[config.mk]
export PLATFORM = sky130hd
export DESIGN_NAME = tabla_verdad_barrido
export DESIGN_NICKNAME = d
export VERILOG_FILES = /design/src/rtl/tabla_verdad_barrido.sv
export SDC_FILE = /design/constraint.sdc
export NUM_CORES = 1
export LEC_CHECK = 0
export BUFFER_PORTS_ARGS = -buffer_cell sky130_fd_sc_hd__buf_2
export CORE_ASPECT_RATIO = 0.5
export CORE_MARGIN = 2
export CORE_UTILIZATION = 30
export CTS_BUF_LIST = sky130_fd_sc_hd__clkbuf_16
export DETAILED_ROUTE_END_ITERATION = 7
export PLACE_DENSITY = 0.56
export SYNTH_ARGS = -nofsm -noshare
export SYNTH_HDL_FRONTEND = slang
export SYNTH_SLANG_ARGS = --single-unit
[constraint.sdc]
create_clock -name clk -period 6.55 [get_ports clk]
set_clock_uncertainty 0.2 [all_clocks]
set_input_delay 1.31 -clock clk [delete_from_list [all_inputs] [get_ports clk]]
set_output_delay 1.31 -clock clk [all_outputs]
set_load 0.005 [all_outputs]
[src/rtl/tabla_verdad_barrido.sv]
// Exhaustive truth-table sweeper: drives codes 0..7, lets each settle, samples the
// circuit response, and compares it against an expected table.
module tabla_verdad_barrido #(
    parameter int unsigned SETTLE = 4
) (
    input  logic       clk,
    input  logic       rst,
    input  logic       start,
    input  logic [7:0] esperado,
    input  logic       resultado,
    output logic [2:0] datos,
    output logic [7:0] tabla,
    output logic [3:0] errores,
    output logic       busy,
    output logic       done,
    output logic       pass
);

    typedef enum logic [1:0] {
        IDLE   = 2'd0,
        HOLD   = 2'd1,
        SAMPLE = 2'd2,
        FIN    = 2'd3
    } state_t;

    localparam logic [3:0] CNT_LAST = 4'(SETTLE - 1);

    state_t     state_q;
    logic [3:0] cnt_q;
    logic [2:0] datos_q;
    logic [7:0] tabla_q;
    logic [3:0] errores_q;
    logic       busy_q;
    logic       done_q;
    logic       pass_q;

    logic       mismatch_s;
    logic [7:0] tabla_d;
    logic [3:0] errores_d;

    // Capture and compare values applied at the SAMPLE edge
    always_comb begin
        mismatch_s         = (resultado != esperado[datos_q]);
        errores_d          = errores_q + {3'b000, mismatch_s};
        tabla_d            = tabla_q;
        tabla_d[datos_q]   = resultado;
    end

    // Sweep sequencer with registered outputs
    always_ff @(posedge clk or posedge rst) begin
        if (rst) begin
            state_q   <= IDLE;
            cnt_q     <= 4'd0;
            datos_q   <= 3'd0;
            tabla_q   <= 8'd0;
            errores_q <= 4'd0;
            busy_q    <= 1'b0;
            done_q    <= 1'b0;
            pass_q    <= 1'b0;
        end else begin
            case (state_q)
                IDLE: begin
                    done_q <= 1'b0;
                    if (start) begin
                        datos_q   <= 3'd0;
                        tabla_q   <= 8'd0;
                        errores_q <= 4'd0;
                        pass_q    <= 1'b0;
                        busy_q    <= 1'b1;
                        cnt_q     <= 4'd0;
                        state_q   <= HOLD;
                    end else begin
                        state_q   <= IDLE;
                    end
                end
                HOLD: begin
                    if (cnt_q == CNT_LAST) begin
                        cnt_q   <= 4'd0;
                        state_q <= SAMPLE;
                    end else begin
                        cnt_q   <= cnt_q + 4'd1;
                    end
                end
                SAMPLE: begin
                    tabla_q   <= tabla_d;
                    errores_q <= errores_d;
                    if (datos_q != 3'd7) begin
                        datos_q <= datos_q + 3'd1;
                        cnt_q   <= 4'd0;
                        state_q <= HOLD;
                    end else begin
                        // Final verdict uses the count including this last code
                        done_q  <= 1'b1;
                        busy_q  <= 1'b0;
                        pass_q  <= (errores_d == 4'd0);
                        state_q <= FIN;
                    end
                end
                FIN: begin
                    done_q  <= 1'b0;
                    state_q <= IDLE;
                end
                default: begin
                    busy_q  <= 1'b0;
                    done_q  <= 1'b0;
                    state_q <= IDLE;
                end
            endcase
        end
    end

    assign datos   = datos_q;
    assign tabla   = tabla_q;
    assign errores = errores_q;
    assign busy    = busy_q;
    assign done    = done_q;
    assign pass    = pass_q;

endmodule

==> results of run 1 <==
-- sequential cells by signal, indices dropped and copies added (netlist names) --
signal	flops
datos	3
busy	1
errores	4
done	1
pass	1
cnt_q	4
tabla	8
state_q	2
-- metal layers --
layer | global-route usage [%] | wire [microns]
met2 | 22.3 | 1370
met4 | 4.11 | 27
met1 | 16.7 | 1570
met5 | 0 | 0
met3 | 4.27 | 166
-- synthesized netlist by cell type (2+ instances only) --
master	number	share of area, %
a21o_1	2	1.1
a21oi_1	4	1.4
a22o_1	3	1.9
a32o_1	2	1.4
buf_2	3	1.1
clkbuf_1	4	1.1
dfrtp_1	24	43
ha_1	9	8.0
inv_1	7	1.9
mux2i_1	12	8.5
nand2_1	15	4.0
nand2b_1	2	0.89
nand3_1	4	1.4
nand3b_1	6	3.2
nor2_1	3	0.80
nor2b_1	4	1.8
nor3_1	4	1.4
nor4b_1	2	1.2
o21ai_0	10	3.6
o311ai_0	2	1.2
o31ai_1	2	1.1
o41ai_1	2	1.2
xnor2_1	2	1.2
-- worst reg2reg max path, cell delays in order (launching register included) --
cell     delay (ns)
dfrtp_1        0.68
mux2i_1        0.15
mux4_2         0.52
xnor2_1        0.15
ha_1           0.21
ha_1           0.22
xor2_1         0.15
nor3_1         0.13
nand4_1        0.11
o21ai_0        0.18
-- final timing paths --
path                             startpoint          to  cells past startpoint
worst max-delay path            esperado[7]        pass                     10
worst min-delay path               cnt_q[3]    cnt_q[3]                      1
worst max register to register     datos[0]        pass                      9
worst min register to register     cnt_q[3]    cnt_q[3]                      1
max in group asynchronous               rst  errores[3]                      2
min in group asynchronous               rst    tabla[4]                      2
-- where the power goes --
part | internal [mW] | total [mW] | switching [mW]
registers | 0.185 | 0.240 | 0.0546
logic | 0.133 | 0.288 | 0.155
clock network | 0.122 | 0.177 | 0.0550
total | 0.440 | 0.704 | 0.264
-- cells by family after synthesis --
| kind of cell | share of synthesized area, % |
|---|---|
| and+or+nand+nor | 16.1 |
| AOI/OAI and AO/OA | 16.3 |
| xor gates and xnor gates | 1.87 |
| DFF | 42.7 |
| adders and majority gates | 8.01 |
| muxes | 10.2 |
| buffers and inverters | 4.81 |
-- final cells by class --
cell class / instances / area, sq um / share of cell area (%)
Clock inverter: 1 / 30.0 / 1.77
Clock buffer: 3 / 75.1 / 4.43
Inverter: 7 / 26.3 / 1.55
Timing Repair Buffer: 30 / 153 / 9.02
Tap cell: 57 / 71.3 / 4.21
Sequential cell: 24 / 601 / 35.5
Multi-Input combinational cell: 101 / 737 / 43.5
==> flow_metrics.tcl, run 1 <==
set metrics [dict create \
    crit_fanout 3 \
    timing.final.crit_share_pct 47.9 \
    path_class "in2reg" \
    post_cts_buffers 0 \
    critPathBufInv 1 \
    cp-end-kind "register" \
    portBuffers 29 \
    stdcell_area_sq_um 1690 \
    crit_top_cell "ha_1" \
    synth_edf_count 0 \
    vias 1157 \
    die_area_sq_um 5280 \
    gp_congestion 0.771 \
    start_kind "input pin" \
    hold_class "reg2reg" \
    critPathTopFamily "multiplexers" \
    place_ws_ns 3.15 \
    fmax_mhz 319 \
    grt_pass1_wl_microns 5380 \
    vias_per_cell 5.19 \
    fin_ws_ns 3.41 \
    p_leak_nw 0.837 \
    first_pass_iters 4 \
    overflow 0 \
    cts_buffers 3 \
    slowest_stage "mux4_2" \
    routedWlPerCell_microns 14.0 \
    worstPathRequired_ns 6.53 \
    io_pins 30 \
    avgSynthCellArea_sq_um 10.0 \
    track_usage_pct 13.4 \
    setup_viol 0 \
    synth_cell_types 35 \
    utilization_pct 38.1 \
    worstMarginPinSlew_ns 0.969 \
    syn_area_sq_um 1410 \
    cts_max_path_buffers 2 \
    place_area_sq_um 1590 \
    grt_pass1_vias 1110 \
    slew-limit-headroom_pct 35.4 \
    cts_tree "yes" \
    fin_crit_ns 3.14 \
    nNetsFinal 188 \
    rows 17 \
    async_flop_share_pct 100 \
    critPathMaxStageDelay_ns 0.52 \
    antenna_found_initial 0 \
    drc 0 \
    floorplan.initialDensity_pct 31.6 \
    drive_above_1_share_pct 22.3 \
    cts.sinks 24 \
    fp.dieW_microns 101 \
    slew_violations 0 \
    cts_root_buffer "clkbuf_16" \
    p_per_area_nw_per_um2 416 \
    finalHoldViolCount 0 \
    fin_setup_tns_ns 0 \
    die-height_microns 52.4 \
    worstPathCellList "buf_2 -> mux2i_1 -> mux4_2 -> xnor2_1 -> ha_1 -> ha_1 -> xor2_1 -> nor3_1 -> nand4_1 -> o21ai_0" \
    outcome "complete, no violations" \
    dp_hpwl_microns 2200 \
    area_growth_pct 20.5 \
    power.total_mw 0.704 \
    ys_ff_latch 24 \
    drt-initial-drc-count 23 \
    timing.hold.ws_ns 0.303 \
    rsz0062_at_grt "false" \
    mostFrequentLayoutCell "buf_2" \
    dp_cells 219 \
    crit_arrival_ns 3.12 \
    final_cell_mix "29 x buf_2, 24 x dfrtp_1, 15 x nand2_1" \
    grt_max_degree 25 \
    stdcell_count 223 \
    rrSetupSlack_ns 3.77 \
    num-fill-cells 448 \
    htree_levels 1 \
    postCtsResizedCells 0 \
    maxCapViolCount 0 \
    synthCells 140 \
    clk_transition_reported_paths_ns 0.07 \
    core_sq_um 4450 \
    ir_drop_v 0.000123 \
    wirelength_microns 3130 \
    antenna_left 0 \
    synth_ff_type "dfrtp_1" \
    diodes 0 \
    ctsHoldBuffers 0 \
    synth_nets 161 \
    clk_latency_ns 0.26 \
    ys_seq_area_share_pct 42.7 \
    synth_warnings 0 \
]
Power figures use the tool's default switching activity.
==> run 2: changes to the inputs <==
==> constraint.sdc (replaced) <==
create_clock -name clk -period 3.24 [get_ports clk]
set_clock_uncertainty 0.2 [all_clocks]
set_input_delay 0.648 -clock clk [delete_from_list [all_inputs] [get_ports clk]]
set_output_delay 0.648 -clock clk [all_outputs]
set_load 0.005 [all_outputs]
==> flow_metrics.tcl, run 2 (same netlist as run 1, synthesis figures left out) <==
set metrics [dict create \
    vias 1101 \
    switching_share_pct 38.8 \
    die-height_microns 52.4 \
    finalHoldViolCount 0 \
    core_sq_um 4450 \
    htree_levels 1 \
    grt_pass1_vias 1013 \
    p_sw_mw 0.521 \
    clk_transition_reported_paths_ns 0.06 \
    p_per_area_nw_per_um2 797 \
    area_growth_pct 19.9 \
    post_cts_buffers 0 \
    slew_violations 0 \
    floorplan.initialDensity_pct 31.6 \
    utilization_pct 37.9 \
    worstMarginPinSlew_ns 0.993 \
    maxCapViolCount 0 \
    nNetsFinal 191 \
    rsz0062_at_grt "false" \
    dp_hpwl_microns 2160 \
    first_pass_iters 4 \
    path_class "reg2reg" \
    fin_setup_tns_ns 0 \
    crit_arrival_ns 2.72 \
    cts_buffers 3 \
    outcome "complete, no violations" \
    io_pins 30 \
    r2r-start "datos[0]" \
    vias_per_cell 4.89 \
    overflow 0 \
    antenna_found_initial 0 \
    dp_cells 222 \
    stdcell_area_sq_um 1690 \
    wirelength_microns 2980 \
    hp-start "busy" \
    fin_crit_ns 2.74 \
    clk_latency_ns 0.26 \
    grt_max_degree 25 \
    die_area_sq_um 5280 \
    num-fill-cells 454 \
    min_path_cells 2 \
    largest_register_ffs 8 \
    hold_class "reg2reg" \
    regToRegEndpoint "pass" \
    fmax_mhz 365 \
    ir_drop_v 0.000258 \
    ctsHoldBuffers 0 \
    place_area_sq_um 1610 \
    power_frac_seq_pct 34.1 \
    start_kind "register" \
    routedWlPerCell_microns 13.3 \
    multi_input_area_sq_um 737 \
    rrSetupSlack_ns 0.50 \
    antenna_left 0 \
    holdPathEnd "busy" \
    final_cell_mix "29 x buf_2, 24 x dfrtp_1, 15 x nand2_1" \
    track_usage_pct 12.2 \
    cp-end-kind "register" \
    cts_tree "yes" \
    drc 0 \
    reg2reg_depth 9 \
    grt_pass1_wl_microns 4890 \
    postCtsResizedCells 0 \
    timing.hold.ws_ns 0.303 \
    clock_power_share_pct 19.7 \
    gp_congestion 0.761 \
    combPwrFrac_pct 46.2 \
    regArea_sq_um 601 \
    p_leak_nw 0.839 \
    slew-limit-headroom_pct 31.9 \
    p_int_mw 0.822 \
    drive_above_1_share_pct 23.2 \
    stdcell_count 225 \
    crit_fanout 15 \
    cts_max_path_buffers 2 \
    drt-initial-drc-count 48 \
    portBuffers 29 \
    worstPathRequired_ns 3.22 \
    setup_viol 0 \
    timing.final.crit_share_pct 84.6 \
    cts.sinks 24 \
    mostFrequentLayoutCell "buf_2" \
    diodes 0 \
    rows 17 \
    fp.dieW_microns 101 \
    cts_root_buffer "clkbuf_16" \
]
[run 2: changes by cell type in the layout (fill, tap and decap cells not counted)]
cell       previous run  this run
bufinv_16             1         0
buf_4                 1         4
[run 2: cell type report]
class                      count  share of cell area [%]
multi-input combinational    101                    43.7
sequential                    24                    35.6
timing repair buffer          33                    10.4
clock buffer                   3                    4.45
tap                           57                    4.23
inverter                       7                    1.56
[run 2: how the worst max path moves through the flow]
| stage | from | to | depth (start not counted) |
|---|---|---|---|
| CTS | datos[0] | pass | 9 |
| finish | datos[0] | pass | 9 |
| floorplan | datos[0] | pass | 10 |
| global placement | esperado[6] | pass | 10 |
| detailed placement | datos[0] | pass | 9 |
| global route | datos[0] | pass | 9 |
[run 2: stage by stage]
stage	setup WS [ns]	power, mW
CTS	0.498	1.37
detailed placement	0.517	1.09
floorplan	0.753	0.915
global placement	0.569	1.08
global route	0.328	1.47
finish	0.500	1.34
[run 2: critical path, stage by stage, from the launching register on]
cell	delay [ns]
dfrtp_1	0.67
mux2i_1	0.15
mux4_2	0.51
xnor2_1	0.14
ha_1	0.21
ha_1	0.22
xor2_1	0.15
nor3_1	0.15
nand4_1	0.11
o21ai_0	0.16
[run 2: routing by layer]
metal / global-route usage (%) / vias to the layer above / share of wire, %
li1: - / 568 / -
met1: 16.5 / 508 / 52
met2: 18.9 / 23 / 41
met3: 4.13 / 2 / 6.1
met4: 2.74 / 0 / 0.44
met5: 0 / - / 0
[run 2: power by group through the flow]
stage / clock network, mW / logic [mW] / registers, mW
after floorplan: 0 / 0.466 / 0.449
after global placement: 0 / 0.619 / 0.461
after detailed placement: 0 / 0.628 / 0.464
after CTS: 0.278 / 0.628 / 0.459
after global routing: 0.288 / 0.709 / 0.472
final: 0.265 / 0.621 / 0.458
==> run 3: changes to the inputs <==
--- a/config.mk
+++ b/config.mk
@@ -11,7 +11,7 @@
 export CORE_UTILIZATION = 30
 export CTS_BUF_LIST = sky130_fd_sc_hd__clkbuf_16
 export DETAILED_ROUTE_END_ITERATION = 7
-export PLACE_DENSITY = 0.56
+export PLACE_DENSITY = 0.58
 export SYNTH_ARGS = -nofsm -noshare
 export SYNTH_HDL_FRONTEND = slang
 export SYNTH_SLANG_ARGS = --single-unit
==> constraint.sdc (replaced) <==
create_clock -name clk -period 2.2 [get_ports clk]
set_clock_uncertainty 0.2 [all_clocks]
set_input_delay 0.44 -clock clk [delete_from_list [all_inputs] [get_ports clk]]
set_output_delay 0.44 -clock clk [all_outputs]
set_load 0.005 [all_outputs]
==> flow_metrics.tcl, run 3 (same netlist as run 1, synthesis figures left out) <==
set metrics [dict create \
    regToRegEndpoint "pass" \
    stdcell_area_sq_um 1810 \
    cts_max_path_buffers 2 \
    cts_buffers 3 \
    rows 17 \
    gp_congestion 0.761 \
    path_class "reg2reg" \
    setup_viol 3 \
    maxCapViolCount 0 \
    routedWlPerCell_microns 12.8 \
    fin_setup_tns_ns -0.286 \
    drc 0 \
    clk_transition_reported_paths_ns 0.06 \
    p_leak_nw 0.891 \
    vias_per_cell 5.07 \
    grt_pass1_vias 1240 \
    crit_arrival_ns 2.29 \
    crit_fanout 5 \
    multi_input_area_sq_um 773 \
    cts.sinks 24 \
    fin_crit_ns 2.31 \
    antenna_left 0 \
    timing.final.crit_share_pct 105 \
    ir_drop_v 0.000427 \
    grt_max_degree 25 \
    rrSetupSlack_ns -0.11 \
    wirelength_microns 3000 \
    rsz0062_at_grt "true" \
    drt-initial-drc-count 55 \
    worstMarginPinSlew_ns 0.516 \
    slew-limit-headroom_pct 65.3 \
    core_sq_um 4450 \
    die_area_sq_um 5280 \
    p_per_area_nw_per_um2 1230 \
    first_pass_iters 4 \
    cts_root_buffer "clkbuf_16" \
    diodes 0 \
    overflow 0 \
    antenna_found_initial 0 \
    hold_class "in2async" \
    cts_tree "yes" \
    fmax_mhz 434 \
    fp.dieW_microns 101 \
    drive_above_1_share_pct 30.5 \
    regArea_sq_um 602 \
    violations "setup timing" \
    largest_register_ffs 8 \
    r2r-start "datos[0]" \
    num-fill-cells 441 \
    vias 1187 \
    io_pins 30 \
    outcome "finished, violations left" \
    nNetsFinal 199 \
    htree_levels 1 \
    die-height_microns 52.4 \
    utilization_pct 40.8 \
    dp_hpwl_microns 2230 \
    track_usage_pct 12.8 \
    finalHoldViolCount 0 \
    timing.hold.ws_ns 0.0185 \
    start_kind "register" \
    slew_violations 0 \
    area_growth_pct 29.0 \
    place_area_sq_um 1670 \
    reg2reg_depth 9 \
    mostFrequentLayoutCell "buf_2" \
    final_cell_mix "29 x buf_2, 23 x dfrtp_1, 15 x nand2_1" \
    worstPathRequired_ns 2.19 \
    clk_latency_ns 0.26 \
    fin_ws_ns -0.106 \
    grt_pass1_wl_microns 5330 \
    portBuffers 29 \
    floorplan.initialDensity_pct 31.6 \
    cp-end-kind "register" \
]
==> run 3: changes by cell type in the layout (fill, tap and decap cells not counted), moves of 2 or more <==
cell | before | now
buf_4 | 4 | 12
ha_1 | 9 | 6
ha_4 | 0 | 2
o21ai_0 | 10 | 6
o21ai_1 | 0 | 4
==> run 3: critical path, cell delays in order, from the launching register on <==
cell and delay (ns):
dfrtp_2 0.45, mux2i_1 0.13, mux4_2 0.47, xnor2_1 0.14
ha_2 0.19, ha_4 0.16, xor2_1 0.13, nor3_1 0.13
nand4_1 0.11, o21ai_1 0.12
==> run 3: what timing repair did <==
item / in CTS / in global routing
pin swaps: 0 / 1
hold buffers: 0 / 0
setup endpoints to repair: 4 / 7
gates resized for setup: 1 / 6
setup buffers: 1 / 1
==> run 3: power by group <==
| part | total, mW | internal, mW | switching [mW] |
|---|---|---|---|
| clock network | 0.519 | 0.362 | 0.157 |
| registers | 0.656 | 0.554 | 0.102 |
| logic | 1.06 | 0.502 | 0.558 |
| total | 2.24 | 1.42 | 0.818 |
==> run 3: metal layers <==
layer  track usage, %  up-vias  share of wire, %
met2             23.3       18                48
met1             15.6      585                49
met4             2.05        0              0.47
met3             3.60        2               2.9
li1                 -      582                 -
met5                0        -                 0
==> run 3: layout make-up <==
| class | instances | area share, % |
|---|---|---|
| flip-flops and latches | 24 | 33.2 |
| clock buffers | 3 | 4.14 |
| repair buffers | 41 | 13.0 |
| clock inverters | 1 | 1.66 |
| well taps | 57 | 3.93 |
| inverters | 7 | 1.45 |
| multi-input cells | 101 | 42.7 |
==> run 3: worst max-delay path by stage <==
stage,startpoint,end,slack (ns)
after global routing,datos[0],pass,-0.25
after CTS,datos[0],pass,-0.13
after global placement,esperado[7],pass,-0.12
final,datos[0],pass,-0.11
after floorplan,datos[0],pass,-0.19
after detailed placement,esperado[5],pass,-0.14
==> run 3: per-stage QoR <==
stage | power [mW] | setup WS (ns) | std cells
global placement | 1.65 | -0.117 | 228
CTS | 2.23 | -0.126 | 233
detailed placement | 1.67 | -0.143 | 228
global route | 2.42 | -0.247 | 234
finish | 2.24 | -0.106 | 234
floorplan | 1.36 | -0.187 | 140
